==> config.mk <==
export PLATFORM = sky130hd
export DESIGN_NAME = aes_wb_sequencer
export DESIGN_NICKNAME = d
export VERILOG_FILES = /design/src/rtl/aes_wb_sequencer.sv
export SDC_FILE = /design/constraint.sdc
export NUM_CORES = 1
export LEC_CHECK = 0
export CORE_ASPECT_RATIO = 1.75
export CORE_MARGIN = 5
export CORE_UTILIZATION = 45
export CTS_BUF_LIST = sky130_fd_sc_hd__clkbuf_16
export CTS_CLUSTER_SIZE = 10
export DETAILED_ROUTE_END_ITERATION = 16
export GPL_TIMING_DRIVEN = 0
export PLACE_DENSITY = 0.74
export SLEW_MARGIN = 20
export SYNTH_ARGS = -nofsm -noshare
export SYNTH_HDL_FRONTEND = slang
export SYNTH_SLANG_ARGS = --single-unit
==> constraint.sdc <==
create_clock -name wb_clk_i -period 4.3 [get_ports wb_clk_i]
set_input_delay 1.29 -clock wb_clk_i [delete_from_list [all_inputs] [get_ports wb_clk_i]]
set_output_delay 1.29 -clock wb_clk_i [all_outputs]
set_load 0.02 [all_outputs]
==> src/rtl/aes_wb_sequencer.sv <==
// Wishbone slave that holds AES key/block/config/result registers and sequences
// the core's key-expansion (init) and block (next) commands, raising an irq on completion.
module aes_wb_sequencer #(
  parameter logic [31:0] BASE_ADR  = 32'h3000_0000,
  parameter bit          AUTO_NEXT = 1'b1
) (
  input  logic         wb_clk_i,
  input  logic         wb_rst_ni,
  input  logic         wbs_cyc_i,
  input  logic         wbs_stb_i,
  input  logic         wbs_we_i,
  input  logic [3:0]   wbs_sel_i,
  input  logic [31:0]  wbs_adr_i,
  input  logic [31:0]  wbs_dat_i,
  output logic         wbs_ack_o,
  output logic [31:0]  wbs_dat_o,
  output logic         aes_init_o,
  output logic         aes_next_o,
  output logic         aes_encdec_o,
  output logic         aes_keylen_o,
  output logic [255:0] aes_key_o,
  output logic [127:0] aes_block_o,
  input  logic         aes_ready_i,
  input  logic [127:0] aes_result_i,
  input  logic         aes_result_valid_i,
  output logic         irq_o,
  output logic [2:0]   dbg_state_o
);

  localparam logic [2:0] ST_IDLE      = 3'd0;
  localparam logic [2:0] ST_KEY_START = 3'd1;
  localparam logic [2:0] ST_KEY_WAIT  = 3'd2;
  localparam logic [2:0] ST_BLK_START = 3'd3;
  localparam logic [2:0] ST_BLK_WAIT  = 3'd4;
  localparam logic [2:0] ST_DONE      = 3'd5;

  logic [2:0]   state_q, state_d;
  logic         ack_q, ack_d;
  logic [31:0]  rdata_q, rdata_d;
  logic [255:0] key_q, key_d;
  logic [127:0] block_q, block_d;
  logic [127:0] result_q, result_d;
  logic         encdec_q, encdec_d;
  logic         keylen_q, keylen_d;
  logic         irq_en_q, irq_en_d;
  logic         done_q, done_d;
  logic         key_valid_q, key_valid_d;
  logic         err_q, err_d;
  logic         irq_q, irq_d;
  logic         seen_low_q, seen_low_d;

  logic         hit, accept, wr, rd, busy, complete;
  logic [5:0]   wa;
  logic [31:0]  cfg_new;
  logic         unused_bits;

  function automatic logic [31:0] byte_merge(input logic [31:0] old_w,
                                              input logic [31:0] new_w,
                                              input logic [3:0]  sel);
    logic [31:0] r;
    r = old_w;
    for (int b = 0; b < 4; b++) begin
      if (sel[b]) r[8*b +: 8] = new_w[8*b +: 8];
    end
    return r;
  endfunction

  // Wishbone: a strobe is taken only while ack is low, so ack lasts exactly one
  // cycle and back-to-back strobes are served every other cycle.
  assign hit    = (wbs_adr_i[31:8] == BASE_ADR[31:8]);
  assign accept = wbs_cyc_i && wbs_stb_i && !ack_q && hit;
  assign wr     = accept && wbs_we_i;
  assign rd     = accept && !wbs_we_i;
  assign wa     = wbs_adr_i[7:2];
  assign busy   = (state_q != ST_IDLE) && (state_q != ST_DONE);
  assign cfg_new = byte_merge({29'd0, irq_en_q, keylen_q, encdec_q}, wbs_dat_i, wbs_sel_i);
  assign unused_bits = ^{wbs_adr_i[1:0], cfg_new[31:3]};

  always_comb begin
    state_d     = state_q;
    ack_d       = accept;
    rdata_d     = 32'd0;
    key_d       = key_q;
    block_d     = block_q;
    result_d    = result_q;
    encdec_d    = encdec_q;
    keylen_d    = keylen_q;
    irq_en_d    = irq_en_q;
    done_d      = done_q;
    key_valid_d = key_valid_q;
    err_d       = err_q;
    irq_d       = irq_q;
    seen_low_d  = seen_low_q;
    complete    = 1'b0;

    // The core must be seen not-ready before its ready counts as completion.
    case (state_q)
      ST_KEY_START: begin
        seen_low_d = 1'b0;
        state_d    = ST_KEY_WAIT;
      end
      ST_KEY_WAIT: begin
        if (!aes_ready_i) begin
          seen_low_d = 1'b1;
        end else if (seen_low_q) begin
          key_valid_d = 1'b1;
          if (AUTO_NEXT) begin
            state_d = ST_BLK_START;
          end else begin
            state_d  = ST_DONE;
            complete = 1'b1;
          end
        end
      end
      ST_BLK_START: begin
        seen_low_d = 1'b0;
        state_d    = ST_BLK_WAIT;
      end
      ST_BLK_WAIT: begin
        if (!aes_ready_i) begin
          seen_low_d = 1'b1;
        end else if (seen_low_q && aes_result_valid_i) begin
          result_d = aes_result_i;
          state_d  = ST_DONE;
          complete = 1'b1;
        end
      end
      ST_DONE: state_d = ST_IDLE;
      default: state_d = ST_IDLE;
    endcase

    if (complete) begin
      done_d = 1'b1;
      irq_d  = irq_en_q;
    end

    if (wr) begin
      if (wa == 6'd0) begin
        if (wbs_dat_i[2] && !complete) begin
          irq_d  = 1'b0;
          done_d = 1'b0;
        end
        if (wbs_dat_i[0]) begin
          if (busy || !(wbs_dat_i[1] || key_valid_q)) begin
            err_d = 1'b1;
          end else begin
            state_d = wbs_dat_i[1] ? ST_KEY_START : ST_BLK_START;
            err_d   = 1'b0;
            done_d  = 1'b0;
            irq_d   = 1'b0;
          end
        end
      end else if (wa == 6'd2 || (wa >= 6'd4 && wa <= 6'd15)) begin
        if (busy) begin
          err_d = 1'b1;
        end else if (wa == 6'd2) begin
          encdec_d = cfg_new[0];
          keylen_d = cfg_new[1];
          irq_en_d = cfg_new[2];
          if (cfg_new[1] != keylen_q) key_valid_d = 1'b0;
        end else if (wa <= 6'd11) begin
          key_valid_d = 1'b0;
          for (int i = 0; i < 8; i++) begin
            if (wa == 6'(4 + i))
              key_d[255-32*i -: 32] = byte_merge(key_q[255-32*i -: 32], wbs_dat_i, wbs_sel_i);
          end
        end else begin
          for (int i = 0; i < 4; i++) begin
            if (wa == 6'(12 + i))
              block_d[127-32*i -: 32] = byte_merge(block_q[127-32*i -: 32], wbs_dat_i, wbs_sel_i);
          end
        end
      end
    end

    if (rd) begin
      if (wa == 6'd1) rdata_d = {28'd0, err_q, key_valid_q, done_q, busy};
      if (wa == 6'd2) rdata_d = {29'd0, irq_en_q, keylen_q, encdec_q};
      for (int i = 0; i < 8; i++) begin
        if (wa == 6'(4 + i)) rdata_d = key_q[255-32*i -: 32];
      end
      for (int i = 0; i < 4; i++) begin
        if (wa == 6'(12 + i)) rdata_d = block_q[127-32*i -: 32];
        if (wa == 6'(16 + i)) rdata_d = result_q[127-32*i -: 32];
      end
    end
  end

  always_ff @(posedge wb_clk_i or negedge wb_rst_ni) begin
    if (!wb_rst_ni) begin
      state_q     <= ST_IDLE;
      ack_q       <= 1'b0;
      rdata_q     <= 32'd0;
      key_q       <= 256'd0;
      block_q     <= 128'd0;
      result_q    <= 128'd0;
      encdec_q    <= 1'b0;
      keylen_q    <= 1'b0;
      irq_en_q    <= 1'b0;
      done_q      <= 1'b0;
      key_valid_q <= 1'b0;
      err_q       <= 1'b0;
      irq_q       <= 1'b0;
      seen_low_q  <= 1'b0;
    end else begin
      state_q     <= state_d;
      ack_q       <= ack_d;
      rdata_q     <= rdata_d;
      key_q       <= key_d;
      block_q     <= block_d;
      result_q    <= result_d;
      encdec_q    <= encdec_d;
      keylen_q    <= keylen_d;
      irq_en_q    <= irq_en_d;
      done_q      <= done_d;
      key_valid_q <= key_valid_d;
      err_q       <= err_d;
      irq_q       <= irq_d;
      seen_low_q  <= seen_low_d;
    end
  end

  assign wbs_ack_o    = ack_q;
  assign wbs_dat_o    = rdata_q;
  assign aes_init_o   = (state_q == ST_KEY_START);
  assign aes_next_o   = (state_q == ST_BLK_START);
  assign aes_encdec_o = encdec_q;
  assign aes_keylen_o = keylen_q;
  assign aes_key_o    = key_q;
  assign aes_block_o  = block_q;
  assign irq_o        = irq_q;
  assign dbg_state_o  = state_q;

endmodule
==> results of run 1 <==
## Yosys cell counts, types with 5 or more instances
cell / number
a222oi_1: 6
mux2i_1: 26
nor3_1: 26
nand4_1: 6
nand3b_1: 5
nor3_4: 12
or3_1: 5
nor2b_1: 6
buf_4: 6
mux2_1: 37
o22ai_1: 37
nand2b_1: 8
a21oi_1: 75
a221oi_1: 41
a2111oi_0: 5
mux2_2: 484
buf_1: 10
mux4_2: 27
and3_1: 11
inv_1: 9
nand2_1: 61
nand2_2: 14
nor2_2: 6
a22oi_1: 34
nor2_1: 55
o21ai_0: 83
a211oi_1: 11
clkbuf_1: 87
dfrtp_1: 556
a221o_1: 5
o221ai_1: 14
o2bb2ai_1: 5
buf_2: 35
and2_1: 5
nor4_1: 7
o21a_1: 9
nand3_1: 20
a31oi_1: 10
## worst max path at each step
stage | startpoint | endpoint | slack, ns | cells past startpoint
5_1_grt | wbs_adr_i[6] | wbs_dat_o[9] | -0.003 | 10
4_1_cts | wbs_adr_i[6] | wbs_dat_o[9] | 0.02 | 10
2_1_floorplan | wbs_adr_i[20] | aes_key_o[135] | 1.11 | 6
6_report | wbs_adr_i[6] | wbs_dat_o[16] | -0.22 | 8
3_3_place_gp | wb_rst_ni | aes_block_o[25] | -22.13 | 1
3_5_place_dp | wbs_adr_i[2] | aes_block_o[9] | -1.13 | 8
## kinds of logic (layout without fill, tap and decap cells)
logic type,after synthesis,in the layout,synth area share (%)
flip-flops,556,556,54.8
AND/OR/NAND/NOR,278,278,6.57
other,0,10,0
multiplexers,574,574,26.5
buffers and inverters,148,844,2.48
XOR/XNOR,3,3,0.104
AO/OA/AOI/OAI,365,365,9.51
## per-stage QoR
stage / TNS [ns] / total power [mW] / setup slack [ns]
2_1_floorplan: 0 / 6.47 / 1.11
3_3_place_gp: - / 7.14 / -22.13
3_5_place_dp: -132.59 / 7.18 / -1.13
4_1_cts: 0 / 11.7 / 0.0174
5_1_grt: -0.00348 / 12.0 / -0.00348
6_report: -0.589 / 11.7 / -0.217
## routing by layer
| metal | vias to the layer above | track usage (%) | share of wire [%] | wire, microns |
|---|---|---|---|---|
| li1 | 8603 | - | - | - |
| met1 | 10900 | 44.8 | 35 | 42500 |
| met2 | 1459 | 64.7 | 48 | 59400 |
| met3 | 410 | 10.2 | 9.2 | 11300 |
| met4 | 2 | 23.6 | 7.6 | 9290 |
| met5 | - | 0 | 0.013 | 16 |
## final cells by class
class                   count  share of cell area, %
diodes                     10                 0.0728
plain buffers             137                   1.79
clock buffers              61                   4.44
clock inverters             7                  0.153
inverters                   9                 0.0983
multi-input cells        1220                   31.8
flip-flops and latches    556                   40.5
well taps                 702                   2.56
repair buffers            630                   18.6
## flip-flops by register name, summed over array words and instances, names as in the netlist
register	flops
aes_key_o	256
aes_block_o	128
result_q	128
wbs_dat_o	32
dbg_state_o	3
aes_encdec_o	1
aes_keylen_o	1
done_q	1
err_q	1
irq_en_q	1
irq_o	1
key_valid_q	1
seen_low_q	1
wbs_ack_o	1
## critical path, stage by stage
cell and delay (ns):
clkdlybuf4s50_1 0.51, buf_2 0.25, or4b_1 0.71, nor2_1 0.72, a221oi_1 0.24, a211oi_1 0.58, o221ai_1 0.30, a21oi_1 0.39
## where the power goes
| part | internal, mW | switching, mW | total [mW] |
|---|---|---|---|
| clock network | 2.49 | 2.09 | 4.58 |
| registers | 5.59 | 0.219 | 5.80 |
| logic | 0.616 | 0.719 | 1.34 |
| total | 8.69 | 3.03 | 11.7 |
## repair_timing
| action | in CTS | in global routing |
|---|---|---|
| pin swaps | 0 | 2 |
| endpoints found under the setup margin | 43 | 33 |
| gates cloned | 0 | 0 |
| hold buffers | 0 | 0 |
| gates resized for setup | 12 | 15 |
| buffers inserted | 0 | 3 |
==> metrics.md, run 1 <==
| Metric | Value |
|---|---|
| Crit path required time | `4.78 ns` |
| Fin cells | `3332` |
| Hold Path Cell Cnt | `1` |
| Initial drt markers | `2025` |
| Nets | `2818` |
| First-pass GRT wire length | `170000 microns` |
| Worst-path maximum fanout | `10` |
| Mapped Nets | `2127` |
| Ratio of final minimum period to clock period | `105%` |
| Vias | `21400` |
| Crit path DAT | `5.00 ns` |
| Cells taking the most area after synthesis | `dfrtp_1 (55%), mux2_2 (21%), mux4_2 (2.4%)` |
| Share of the synthesized area in the top cell type | `54.8%` |
| Worst Setup Start Kind | `input port` |
| CTS Buf Count | `61` |
| Largest net degree at the start of global routing | `101` |
| Async SR Flop Fraction | `100%` |
| Slew HR | `22.4%` |
| Final Hold Vio Count | `0` |
| Filler cell count in the final layout | `4483` |
| Wire per inst | `36.8 microns` |
| Fin area | `34400 sq um` |
| Final worst path period need | `4.52 ns` |
| Min Hold Slack | `0.505 ns` |
| Die H | `324 microns` |
| Worst Hold Endpoint | `result_q[95]` |
| Reg2reg end | `aes_block_o[111]` |
| Synthesized flop and latch total | `556` |
| Warnings from Yosys | `0` |
| Register-to-register path setup slack | `0.91 ns` |
| Final Skew | `0.0266 ns` |
| Cells after synthesis | `1924` |
| Fmax achieved | `0.221 GHz` |
| Crit Path Category | `input port to register` |
| Commonest non-fill, non-tap cell in the layout | `clkdlybuf4s50_1` |
| FF-to-FF path depth | `5` |
| Sequential cell area | `13900 sq um` |
| H-tree lvl count | `2` |
| Outcome | `complete, but fails checks` |
| PwrDens | `341 nW/um^2` |
| Remaining DRCs | `0` |
| Synthesized area | `25400 sq um` |
| R2R Path Start | `wbs_ack_o` |
| Lkg Pwr | `15.7 nW` |
| Final RePlAce weighted congestion | `0.988` |
| Cell variety after synth | `74` |
| Vias in the first global route | `22500` |
| Actual slew at the worst max-slew pin | `1.16 ns` |
| Footprint of the multi-input gates | `10900 sq um` |
| Initial core utilization | `45.2%` |
| Clk buf depth | `3` |
| Grt ovf | `0` |
| Failing checks | `setup timing` |
| Placeable Area | `56100 sq um` |
| Synth Flop Type | `dfrtp_1` |
| Clk slew on worst S/H paths | `0.06 ns` |
| Die ar. | `61400 sq um` |
| Critical hold path startpoint | `result_q[95]` |
| Crit. End Element | `register` |
| Post-detail-place hpwl | `94500 microns` |
| Port bufs | `620` |
| Clock Tree Root | `clkbuf_16` |
| Final core occ | `61.3%` |
| Die X | `190 microns` |
| Most frequent cells in the layout | `clkdlybuf4s50_1 (619), dfrtp_1 (556), mux2_2 (484), o21ai_0 (83), clkbuf_1 (78)` |
| Sequential cell area fraction in the yosys report | `54.8%` |
| Layout cell share with drive strength beyond 1 | `26.5%` |
| Slew Limit Fails | `0` |
| Number of max-cap violations | `0` |
| Clock Sinks | `556` |
| Pre-antenna DRT Iters | `8` |
| Total wire length | `123000 microns` |
| Final setup violation count | `8` |
| Peak VDD IR | `0.000438 V` |
| Initial antenna violation count | `10` |
| Final WS setup | `-0.217 ns` |
| Overall Global Routing Usage | `38.7%` |
| Post-synth top area cell | `dfrtp_1` |
| Post-synth EDFFs | `0` |
| Area grow syn2layout | `35.4%` |
| Antenna viol nets, final | `0` |
| HP Class | `register to register` |
| Avg Cell Area, Syn | `13.2 sq um` |
| Via-to-Cell Ratio | `6.42` |
| # rows | `115` |
| CTS tree | `built` |
| Clk_lat worst skew | `0.64 ns` |
| IO Count | `628` |
| Post-DP Area | `32700 sq um` |
| Placed Instances | `3253` |
Note: power is estimated with default switching activity, not from simulation.
==> run 2: changes to the inputs <==
--- a/config.mk
+++ b/config.mk
@@ -5,15 +5,18 @@
 export SDC_FILE = /design/constraint.sdc
 export NUM_CORES = 1
 export LEC_CHECK = 0
+export CELL_PAD_IN_SITES_DETAIL_PLACEMENT = 1
+export CELL_PAD_IN_SITES_GLOBAL_PLACEMENT = 1
 export CORE_ASPECT_RATIO = 1.75
 export CORE_MARGIN = 5
-export CORE_UTILIZATION = 45
+export CORE_UTILIZATION = 43
 export CTS_BUF_LIST = sky130_fd_sc_hd__clkbuf_16
 export CTS_CLUSTER_SIZE = 10
 export DETAILED_ROUTE_END_ITERATION = 16
 export GPL_TIMING_DRIVEN = 0
-export PLACE_DENSITY = 0.74
+export PLACE_DENSITY_LB_ADDON = 0.1
 export SLEW_MARGIN = 20
 export SYNTH_ARGS = -nofsm -noshare
 export SYNTH_HDL_FRONTEND = slang
 export SYNTH_SLANG_ARGS = --single-unit
+export TNS_END_PERCENT = 50
==> run 2 against run 1 <==
  * The run still ends with setup timing left
  * Maximum frequency increased by 3.2%
  * Count of clock-buffer cells in the layout increased by 1
  * Critical path depth decreased by 2
  * Sequential cell count stayed put
  * Clock skew increased by 0.0079 ns
  * Non-clock buffer count is 1 lower
  * Sequential share of layout area decreased by 0.12 points
  * Combinational power hardly changed
  * Highest routed layer unchanged
==> metrics.md, run 2 (same netlist as run 1, synthesis figures left out) <==
| Metric | Value |
|---|---|
| Failing checks | `setup timing` |
| Met2 Wirelength | `62200 microns (+4.7%)` |
| H-tree lvl count | `2 (unchanged)` |
| DR WL met3 | `10800 microns (-4.7%)` |
| Worst Setup Start Kind | `input port` |
| # rows | `118 (+2.6%)` |
| First-pass GRT wire length | `179000 microns (+5.8%)` |
| Final worst path period need | `4.38 ns (-0.139 ns)` |
| Peak VDD IR | `0.000317 V (-28%)` |
| M1 WL | `45800 microns (+7.9%)` |
| Ratio of final minimum period to clock period | `102% (-3.2 points)` |
| Crit path DAT | `4.88 ns (-0.12 ns)` |
| Final core occ | `58.5% (-2.7 points)` |
| Final setup violation count | `9 (+1)` |
| Most frequent cells in the layout | `clkdlybuf4s50_1 (619), dfrtp_1 (556), mux2_2 (484), o21ai_0 (82), clkbuf_1 (77)` |
| Final WS setup | `-0.0777 ns (+0.139 ns)` |
| Remaining DRCs | `0 (unchanged)` |
| Crit Path Category | `input port to register` |
| Vias | `21200 (-0.96%)` |
| Total wire length | `127000 microns (+3.8%)` |
| Max FFs per register | `256 (unchanged)` |
| Number of max-cap violations | `0 (unchanged)` |
| Die ar. | `64200 sq um (+4.5%)` |
| Initial antenna violation count | `8 (-2)` |
| Clock Tree Root | `clkbuf_16` |
| Post-detail-place hpwl | `97900 microns (+3.6%)` |
| Lkg Pwr | `15.7 nW (about the same)` |
| Nets | `2817 (-0.035%)` |
| Final Skew | `0.0345 ns (+0.00791 ns)` |
| PwrDens | `344 nW/um^2 (+0.95%)` |
| Final RePlAce weighted congestion | `0.953 (-3.6%)` |
| Crit. End Element | `register` |
| Vias in the first global route | `23500 (+4.2%)` |
| Fin area | `34500 sq um (+0.31%)` |
| Crit path required time | `4.80 ns (+0.02 ns)` |
| Port bufs | `620 (unchanged)` |
| Slew Limit Fails | `0 (unchanged)` |
| Commonest non-fill, non-tap cell in the layout | `clkdlybuf4s50_1` |
| Final Hold Vio Count | `0 (unchanged)` |
| Overall Global Routing Usage | `38.5% (-0.23 points)` |
| Clk buf depth | `3 (unchanged)` |
| Die H | `331 microns (+2.2%)` |
| Clock Sinks | `556 (unchanged)` |
| Pre-CTS WS | `-1.14 ns (-0.00914 ns)` |
| Actual slew at the worst max-slew pin | `1.11 ns (-0.0516 ns)` |
| Via-to-Cell Ratio | `6.23 (-2.9%)` |
| Post-DP Area | `32800 sq um (+0.31%)` |
| Fmax achieved | `0.228 GHz (+3.2%)` |
| Wire per inst | `37.4 microns (+1.7%)` |
| Clk_lat worst skew | `0.65 ns (about the same)` |
| Antenna viol nets, final | `0 (unchanged)` |
| Worst-path maximum fanout | `8 (-2)` |
| Die X | `194 microns (+2.2%)` |
| CTS Buf Count | `61 (unchanged)` |
| Top Layer Used | `met5` |
| Clk slew on worst S/H paths | `0.06 ns (about the same)` |
| Outcome | `complete, but fails checks` |
| Initial drt markers | `1617 (-20%)` |
| Initial core utilization | `43.1% (-2.1 points)` |
| Unrepaired setup endpoints after global routing | `yes` |
| CTS tree | `built` |
| Pre-antenna DRT Iters | `5 (-3)` |
| Postcts setup bufs | `0 (unchanged)` |
| Area grow syn2layout | `35.8%` |
| Slew HR | `25.8% (+3.4 points)` |
| HP Class | `input port to asynchronous set/reset pin` |
| Layout cell share with drive strength beyond 1 | `26.6% (+0.19 points)` |
| IO Count | `628 (unchanged)` |
| Cts hold-fix bufs | `0 (unchanged)` |
| Largest net degree at the start of global routing | `104 (+3.0%)` |
| Placeable Area | `58900 sq um (+5.0%)` |
| Grt ovf | `0 (unchanged)` |
==> run 2: cell count changes in the layout (fill, tap and decap cells not counted), sizes merged <==
cell,change
clkbuf,+3
buf,-3
clkinv,+1
diode,-6
bufinv,+1
inv,-6
==> run 2: cell type report <==
class / count / area [sq um]
Inverter: 9 / 33.8
Timing Repair Buffer: 627 / 6380
Clock inverter: 3 / 66.3
Antenna cell: 4 / 10.0
Sequential cell: 556 / 13900
Multi-Input combinational cell: 1220 / 10900
Buffer: 139 / 634
Tap cell: 780 / 976
Clock buffer: 62 / 1550
Fill cell: 5808 / 24400
==> run 2: critical path, stage by stage <==
cell             delay (ns)
clkdlybuf4s50_1        0.45
nor4b_1                0.34
nand4_1                0.64
nor3_2                 0.87
nand4_1                0.76
mux2_2                 0.53
==> run 2: per-layer routing <==
| metal | vias to the layer above | global-route usage (%) |
|---|---|---|
| met5 | - | 0 |
| met4 | 10 | 21.1 |
| met3 | 368 | 10.6 |
| met2 | 1201 | 64.5 |
| met1 | 11000 | 44.8 |
| li1 | 8604 | - |
==> run 2: per-stage QoR <==
stage / power (mW) / hold WS [ns] / TNS [ns] / cells
6_report: 11.9 / 0.509 / -0.577 / 3400
4_1_cts: 11.9 / 0.506 / 0 / 3396
2_1_floorplan: 6.47 / 0.474 / 0 / 1924
3_5_place_dp: 7.21 / 0.492 / -140.46 / 3331
3_3_place_gp: 7.16 / 0.482 / - / 3324
5_1_grt: 12.2 / 0.529 / 0 / 3399
==> run 2: where the power goes <==
group	switching (mW)	leakage (nW)	total, mW	internal (mW)
Combinational	0.736	7.22	1.35	0.617
Clock	2.13	0.795	4.71	2.58
Sequential	0.224	7.67	5.81	5.59
Total	3.09	15.7	11.9	8.78
==> run 2: final timing paths <==
check                               from              to  slack [ns]  cells past startpoint
min reg2reg                result_q[116]   result_q[116]        0.51                      1
max in group asynchronous      wb_rst_ni    result_q[42]        2.44                      3
max                        wbs_adr_i[20]  aes_block_o[6]       -0.08                      6
min                            wb_rst_ni    wbs_dat_o[0]        0.51                      1
min in group wb_clk_i      result_q[116]   result_q[116]        0.51                      1
max reg2reg                    wbs_ack_o  aes_block_o[6]        0.80                      5
==> run 2: repair_timing <==
| action | in CTS | in global routing |
|---|---|---|
| endpoints found under the hold margin | 0 | 0 |
| setup endpoints to repair | 43 | 56 |
| gates resized for setup | 9 | 22 |
| gates cloned | 0 | 0 |
